`src/rtl/vga_axil_pkg.sv`:
```
// +----------------------------------------------------------------------+
// | vga_axil_pkg                                                          |
// | Shared AXI4-Lite types and the VGA register map definitions.          |
// | Rev 1.0                                                               |
// +----------------------------------------------------------------------+
`default_nettype none

package vga_axil_pkg;

  localparam int AXIL_ADDR_W = 32;
  localparam int AXIL_DATA_W = 32;
  localparam int AXIL_STRB_W = AXIL_DATA_W / 8;

  typedef logic [AXIL_ADDR_W-1:0] axil_addr_t;
  typedef logic [AXIL_DATA_W-1:0] axil_data_t;
  typedef logic [AXIL_STRB_W-1:0] axil_strb_t;

  typedef enum logic [1:0] {
    AXIL_RESP_OKAY   = 2'b00,
    AXIL_RESP_EXOKAY = 2'b01,
    AXIL_RESP_SLVERR = 2'b10,
    AXIL_RESP_DECERR = 2'b11
  } axil_resp_e;

  // Byte offsets; decode uses bits [3:2] only.
  localparam logic [3:0] CTRL_OFS      = 4'h0;
  localparam logic [3:0] BG_OFS        = 4'h4;
  localparam logic [3:0] FRAME_CNT_OFS = 4'h8;
  localparam logic [3:0] IRQ_OFS       = 4'hC;

  localparam int CTRL_EN_BIT       = 0;
  localparam int CTRL_TEST_PAT_BIT = 1;
  localparam int CTRL_IRQ_EN_BIT   = 2;

  function automatic axil_data_t apply_wstrb(input axil_data_t old_val,
                                             input axil_data_t new_val,
                                             input axil_strb_t strb);
    axil_data_t merged;
    merged = old_val;
    for (int b = 0; b < AXIL_STRB_W; b++) begin
      if (strb[b]) merged[b*8 +: 8] = new_val[b*8 +: 8];
    end
    return merged;
  endfunction

endpackage

`default_nettype wire

```
`src/rtl/vga_axil_regs.sv`:
```
// +----------------------------------------------------------------------+
// | vga_axil_regs                                                         |
// | AXI4-Lite slave exposing VGA control/status registers.                |
// | Rev 1.0                                                               |
// +----------------------------------------------------------------------+
`default_nettype none

module vga_axil_regs
  import vga_axil_pkg::*;
(
  input  logic                   clk,
  input  logic                   rst,
  input  logic [AXIL_ADDR_W-1:0] i_awaddr,
  input  logic                   i_awvalid,
  output logic                   o_awready,
  input  logic [AXIL_DATA_W-1:0] i_wdata,
  input  logic [AXIL_STRB_W-1:0] i_wstrb,
  input  logic                   i_wvalid,
  output logic                   o_wready,
  output logic [1:0]             o_bresp,
  output logic                   o_bvalid,
  input  logic                   i_bready,
  input  logic [AXIL_ADDR_W-1:0] i_araddr,
  input  logic                   i_arvalid,
  output logic                   o_arready,
  output logic [AXIL_DATA_W-1:0] o_rdata,
  output logic [1:0]             o_rresp,
  output logic                   o_rvalid,
  input  logic                   i_rready,
  input  logic                   i_frame_done,
  output logic                   o_ctrl_en,
  output logic                   o_ctrl_test_pat,
  output logic [11:0]            o_bg_color,
  output logic                   o_irq
);

  logic       r_aw_held, r_w_held, r_bvalid, r_rvalid;
  axil_addr_t r_awaddr;
  axil_data_t r_wdata, r_rdata, r_frame_cnt;
  axil_strb_t r_wstrb;
  axil_resp_e r_bresp, r_rresp;
  logic [2:0] r_ctrl;
  logic [11:0] r_bg;
  logic       r_irq;

  logic       w_awready, w_wready, w_arready, w_commit;
  logic       w_wr_addr_ok, w_wr_ok, w_rd_addr_ok;
  logic [1:0] w_wr_sel;
  axil_data_t w_ctrl_new, w_bg_new, w_rd_data;
  logic       w_irq_clr;
  logic       w_unused;

  assign w_awready = !r_aw_held && !r_bvalid;
  assign w_wready  = !r_w_held && !r_bvalid;
  assign w_arready = !r_rvalid;
  assign w_commit  = r_aw_held && r_w_held && !r_bvalid;

  assign w_wr_addr_ok = (r_awaddr[AXIL_ADDR_W-1:4] == '0);
  assign w_wr_sel     = r_awaddr[3:2];
  // FRAME_CNT is read-only, so a write there is rejected like a bad address.
  assign w_wr_ok      = w_wr_addr_ok && (w_wr_sel != FRAME_CNT_OFS[3:2]);
  assign w_rd_addr_ok = (i_araddr[AXIL_ADDR_W-1:4] == '0);

  assign w_ctrl_new = apply_wstrb({29'd0, r_ctrl}, r_wdata, r_wstrb);
  assign w_bg_new   = apply_wstrb({20'd0, r_bg}, r_wdata, r_wstrb);
  assign w_irq_clr  = w_commit && w_wr_ok && (w_wr_sel == IRQ_OFS[3:2])
                      && r_wstrb[0] && r_wdata[0];

  always_comb begin
    w_rd_data = '0;
    if (w_rd_addr_ok) begin
      case (i_araddr[3:2])
        CTRL_OFS[3:2]:      w_rd_data = {29'd0, r_ctrl};
        BG_OFS[3:2]:        w_rd_data = {20'd0, r_bg};
        FRAME_CNT_OFS[3:2]: w_rd_data = r_frame_cnt;
        default:            w_rd_data = {31'd0, r_irq};
      endcase
    end
  end

  always_ff @(posedge clk) begin
    if (rst) begin
      r_aw_held   <= 1'b0;
      r_w_held    <= 1'b0;
      r_awaddr    <= '0;
      r_wdata     <= '0;
      r_wstrb     <= '0;
      r_bvalid    <= 1'b0;
      r_bresp     <= AXIL_RESP_OKAY;
      r_rvalid    <= 1'b0;
      r_rdata     <= '0;
      r_rresp     <= AXIL_RESP_OKAY;
      r_ctrl      <= '0;
      r_bg        <= '0;
      r_frame_cnt <= '0;
      r_irq       <= 1'b0;
    end else begin
      if (i_awvalid && w_awready) begin
        r_aw_held <= 1'b1;
        r_awaddr  <= i_awaddr;
      end
      if (i_wvalid && w_wready) begin
        r_w_held <= 1'b1;
        r_wdata  <= i_wdata;
        r_wstrb  <= i_wstrb;
      end

      if (w_commit) begin
        r_aw_held <= 1'b0;
        r_w_held  <= 1'b0;
        r_bvalid  <= 1'b1;
        r_bresp   <= w_wr_ok ? AXIL_RESP_OKAY : AXIL_RESP_SLVERR;
        if (w_wr_ok && w_wr_sel == CTRL_OFS[3:2]) r_ctrl <= w_ctrl_new[2:0];
        if (w_wr_ok && w_wr_sel == BG_OFS[3:2])   r_bg   <= w_bg_new[11:0];
      end else if (r_bvalid && i_bready) begin
        r_bvalid <= 1'b0;
      end

      if (i_frame_done) r_frame_cnt <= r_frame_cnt + 1'b1;

      // A new frame event takes priority over a concurrent W1C.
      if (i_frame_done)   r_irq <= 1'b1;
      else if (w_irq_clr) r_irq <= 1'b0;

      if (i_arvalid && w_arready) begin
        r_rvalid <= 1'b1;
        r_rdata  <= w_rd_data;
        r_rresp  <= w_rd_addr_ok ? AXIL_RESP_OKAY : AXIL_RESP_SLVERR;
      end else if (r_rvalid && i_rready) begin
        r_rvalid <= 1'b0;
      end
    end
  end

  assign o_awready       = w_awready;
  assign o_wready        = w_wready;
  assign o_arready       = w_arready;
  assign o_bvalid        = r_bvalid;
  assign o_bresp         = r_bresp;
  assign o_rvalid        = r_rvalid;
  assign o_rdata         = r_rdata;
  assign o_rresp         = r_rresp;
  assign o_ctrl_en       = r_ctrl[CTRL_EN_BIT];
  assign o_ctrl_test_pat = r_ctrl[CTRL_TEST_PAT_BIT];
  assign o_bg_color      = r_bg;
  assign o_irq           = r_irq && r_ctrl[CTRL_IRQ_EN_BIT];

  assign w_unused = ^{i_araddr[1:0], r_awaddr[1:0], w_ctrl_new[31:3], w_bg_new[31:12]};

endmodule

`default_nettype wire
```
`config.mk`:
```
export PLATFORM = sky130hd
export DESIGN_NAME = vga_axil_regs
export DESIGN_NICKNAME = d
export VERILOG_FILES = /design/src/rtl/vga_axil_pkg.sv /design/src/rtl/vga_axil_regs.sv
export SDC_FILE = /design/constraint.sdc
export NUM_CORES = 1
export LEC_CHECK = 0
export CAP_MARGIN = 20
export CORE_MARGIN = 5
export CORE_UTILIZATION = 30
export CTS_CLUSTER_DIAMETER = 100
export DETAILED_ROUTE_END_ITERATION = 10
export HOLD_SLACK_MARGIN = 0.15
export PLACE_DENSITY = 0.6
export SLEW_MARGIN = 20
export SYNTH_ARGS = -nofsm -noshare
export SYNTH_HDL_FRONTEND = slang
export SYNTH_SLANG_ARGS = --single-unit
```
`constraint.sdc`:
```
create_clock -name clk -period 6.3 [get_ports clk]
set_clock_uncertainty 0.2 [all_clocks]
set_input_delay 0.945 -clock clk [delete_from_list [all_inputs] [get_ports clk]]
set_output_delay 0.945 -clock clk [all_outputs]
set_load 0.005 [all_outputs]
```
[Yosys cells after proc, flatten, opt, wreduce, memory -nomap -nowiden]
Cells that the tools add are included.
W data, S select, Z words.
Word-level totals
  flip-flop bits (word level): 134
  latch bits: 0
  RAM bits: 0
  ROM bits: 0
  input port bits: 108
  output and inout port bits: 56
  memories kept: 0
Operators by class
  add/subtract/negate cells: 1
  multiply operators: 0
  div/mod/pow operators: 0
  magnitude comparators: 0
  equality and inequality tests: 5
  shift-type cells: 0
  muxes and demuxes: 10
  bitwise operators: 0
  reductions and logical operators: 32
Operator list (number)
  $pmux W32 S3: 1
  $logic_not A28 Y1: 2
  $add A32 B1 Y32 const B: 1
  $mux W32: 1
  $logic_and A1 B1 Y1: 17
  $reduce_and A3 Y1: 3
  $mux W1: 6
  $reduce_bool A2 Y1: 3
  $eq A2 B1 Y1 const B: 2
  $eq A2 B2 Y1 const B: 2
  $logic_not A1 Y1: 4
  $logic_not A2 Y1: 2
  $mux W2: 2
  $ne A2 B2 Y1 const B: 1
  $reduce_or A2 Y1: 1

[Longest topological paths before layout]
  depth in word-level cells: 8
  depth in mapped cells: 7

[Worst setup path before layout]
OpenSTA, ideal clock, no wires.
  path kind: input to register
  from: input port i_frame_done
  to: register r_frame_cnt[31]
  library setup time: 123 ps
  data arrival time: 2436 ps
  slack: 3541 ps
  stages: 6
  cells stage by stage: buf_2 nand3_1 or4_1 clkbuf_1 nor4_1 mux2_1
RTL lines
  start, declared: line vga_axil_regs.sv:30  | input logic i_frame_done,
  end signal, assigned: line vga_axil_regs.sv:119  | if (i_frame_done) r_frame_cnt <= r_frame_cnt + 1'b1;
  end, declared: line vga_axil_regs.sv:39  | axil_data_t r_wdata, r_rdata, r_frame_cnt;

==> out/metrics.cfg <==
[run_status]
status=completed

[critical_path]
crit_chain=clkdlybuf4s50_1 > and4_1 > nand4_1 > or4_1 > a21oi_1
path_depth=5
crit_required_ps=6440
path_delay_family=simple AND/OR/NAND/NOR gates
reg2reg_from=r_frame_cnt[0]$_SDFFE_PP0P_
cp-startpoint=i_frame_done
cp-end-kind=register
r2r_end=r_frame_cnt[22]$_SDFFE_PP0P_
path_class=in -> reg
slowest_delay_ps=740
start_kind=input port
crit_path_end=r_frame_cnt[22]$_SDFFE_PP0P_
crit_fanout=21
worst-r2r-setup-slack_ps=3510
path_buf_inv=1
worst_ep_arrival_time_ps=3530
slowest_stage=or4_1
rr_worst_depth=5

[synthesis]
syn_area_per_cell_sq_um=8.19
synthMuxAreaShare=0.0116
ys_warn_count=0
yosysSeqAreaShare=0.475
synth_compound_area_frac=0.174
syn_area_sq_um=5480
synth.area.top_cells=dfxtp_1 48%, a21oi_1 11%, nand2_1 9.0%
yosysTopAreaCell=dfxtp_1
netlist-cell-type-count=45
synth.top_cell.area_share=0.475
synthSimpleGateAreaFrac=0.269
syn-instance-count=669
synth-edff-count=0
synth_top_flop_cell=dfxtp_1
synth_fa_ha_area_frac=0.00228
synthArstFlopShare=0
synth_xor_xnor_area_share=0.0144
synth_top_family_by_area=simple AND/OR/NAND/NOR gates
synth_seq_cells=130

[sta]
slew_headroom=0.353
tightest_slew_ps=968
rsz0062_at_grt=no
fin_crit_ps=3390
hold_viol=0
slew_viol_final=0
setup_viol=0
final.setup.tns_ps=0
max_freq_mhz=295
post-route-period-util=0.538
hold_slack_ps=249

[clocking]
cts_setup_buffers=0
clockBufferDepth=2
tritoncts=done
hold_buffers=0
post_cts_resize_count=0
htreeDepth=4
cts_sinks=130
clk_pin_slew_worst_paths_ps=50
cts-root-buf=clkbuf_16
cts_buffers=17
insertion_delay_ps=420

[placement]
io_buffers=135
detailed_place_hpwl_mm=11.0
place.gp.congestion=0.807

[routing]
vias=5169
routed_wl_mm=15.9
postRouteAntennaNets=0
viasPerCell=5.09
drtPass1Iterations=5
avgRoutedWirePerCell_um=15.6
first_iter_violations=295
drc_errors=0

[grt]
grt_pass1_vias=4919
overflow=0
grt_pass1_wl_mm=25.7
grt_max_degree=74
antenna_found_initial=0
grt_usage=0.147

[pwr]
cell_internal_pwr_mw=1.57
clkPwrFrac=0.489
netSwitchingPower_uw=473
swShare=0.232
pwr-share-comb=0.087
ir_worst_vdd_mv=0.200
seqPwrFrac=0.424
totalPowerFinal_mw=2.04
p_leak_nw=2.44
powerDensity_nw_per_um2=271

[final_layout]
syn_to_final_growth_pct=37.5
finalNetCount=883
n_antenna_cell=0
fill_cells=1824
drive_gt1_frac=0.0610

[floorplan]
die_area_sq_um=21100
die_x_um=145
initial_utilization=0.305
rows=49
boundaryPins=164
die_h_um=145
core_sq_um=18000

[flow_run]
drv_cap=0

[min_path]
hold_path.class=reg -> reg

-- worst min-delay path, cell delays in order, from the launching register on --
cell	delay, ps
dfxtp_1	300
nand2_1	50
a21oi_1	50
-- layer usage --
| layer | wire (um) | GRT usage |
|---|---|---|
| met1 | 7180 | 0.185 |
| met2 | 7560 | 0.239 |
| met3 | 952 | 0.0483 |
| met4 | 204 | 0.0485 |
| met5 | 0 | 0 |
-- worst min-delay path by stage --
stage          slack [ps]                       from  cells past startpoint                         to
3_5_place_dp          240   o_rdata[26]$_SDFFE_PP0P_                      2   o_rdata[26]$_SDFFE_PP0P_
2_1_floorplan         240  r_awaddr[10]$_SDFFE_PP0P_                      2  r_awaddr[10]$_SDFFE_PP0P_
3_3_place_gp          240   o_rdata[23]$_SDFFE_PP0P_                      2   o_rdata[23]$_SDFFE_PP0P_
4_1_cts               250   o_rdata[26]$_SDFFE_PP0P_                      2   o_rdata[26]$_SDFFE_PP0P_
6_report              250   o_rdata[18]$_SDFFE_PP0P_                      2   o_rdata[18]$_SDFFE_PP0P_
5_1_grt               260   o_rdata[13]$_SDFFE_PP0P_                      2   o_rdata[13]$_SDFFE_PP0P_
-- flip-flops by register name (all words and copies together), names as in the netlist, 2 cells and up --
register and count:
o_bg_color 12, o_rdata 32, r_awaddr 30, r_ctrl 3
r_frame_cnt 32, r_wdata 12, r_wstrb 2
-- stage by stage --
step / instance area (sq um) / utilization / worst slack [ps] / cells
floorplan: 5480 / - / 3540 / 670
global placement: 6930 / 0.386 / 2450 / 984
detailed placement: 6930 / 0.386 / 2440 / 984
CTS: 7530 / 0.419 / 2880 / 1016
global route: 7530 / 0.419 / 2700 / 1016
finish: 7530 / 0.419 / 2910 / 1016
-- cells in the mapped netlist, types with 2 or more instances --
library cell	count
nand2_1	132
dfxtp_1	130
a21oi_1	116
nand4_1	55
clkbuf_1	46
o31ai_1	27
or4_1	21
nor2_1	19
nand3_1	11
nor4_1	10
or3_1	10
inv_1	9
nor3_1	9
o21ai_0	9
a22o_1	8
xnor2_1	5
and4_1	4
buf_4	4
xor2_1	4
and2_1	3
and3_1	3
buf_2	3
mux2i_1	3
nand2b_1	3
nor2b_1	3
buf_6	2
o2bb2ai_1	2
-- power by group through the flow --
stage          Combinational (mW)  Sequential [mW]  Clock (mW)
2_1_floorplan              0.0971            0.877           0
3_3_place_gp                0.178            0.882           0
3_5_place_dp                0.178            0.883           0
4_1_cts                     0.179            0.865        1.02
5_1_grt                     0.197            0.868        1.06
6_report                    0.177            0.865       0.998
-- cells by family (layout without fill, tap and decap cells) --
kind of cell             after synthesis  after routing
XOR/XNOR                               9              9
AND/OR/NAND/NOR                      291            291
other                                  1              2
buffers and inverters                 66            183
flip-flops                           130            130
AO/OA/AOI/OAI                        166            166
multiplexers                           5              5
adder cells (fa/ha/maj)                1              1
-- cell type report --
| type | count | area [sq um] | area share |
|---|---|---|---|
| clock buffer | 22 | 464 | 0.0616 |
| clock inverter | 10 | 133 | 0.0176 |
| sequential | 130 | 2600 | 0.346 |
| timing repair buffer | 142 | 1400 | 0.186 |
| inverter | 9 | 33.8 | 0.00449 |
| tap | 229 | 287 | 0.0380 |
| multi-input combinational | 474 | 2610 | 0.347 |
-- cells in the final DEF (no fill, tap or decap), drive strengths merged, types with 3 or more instances in the layout --
cell,netlist,final
xnor2,5,5
xor2,4,4
mux2i,3,3
and4,5,5
nor3,9,9
o21ai,9,9
and3,3,3
nand2b,3,3
clkinv,0,4
bufinv,0,3
and2,3,3
nor2b,3,3
or3,11,11
o31ai,27,27
nor4,10,10
dfxtp,130,130
a21oi,116,116
or4,21,21
clkinvlp,0,3
clkbuf,46,22
nand2,132,132
nor2,19,19
inv,9,9
buf,10,8
clkdlybuf4s50,0,134
a22o,9,9
nand3,11,11
nand4,56,56
Power figures use the tool's default switching activity.
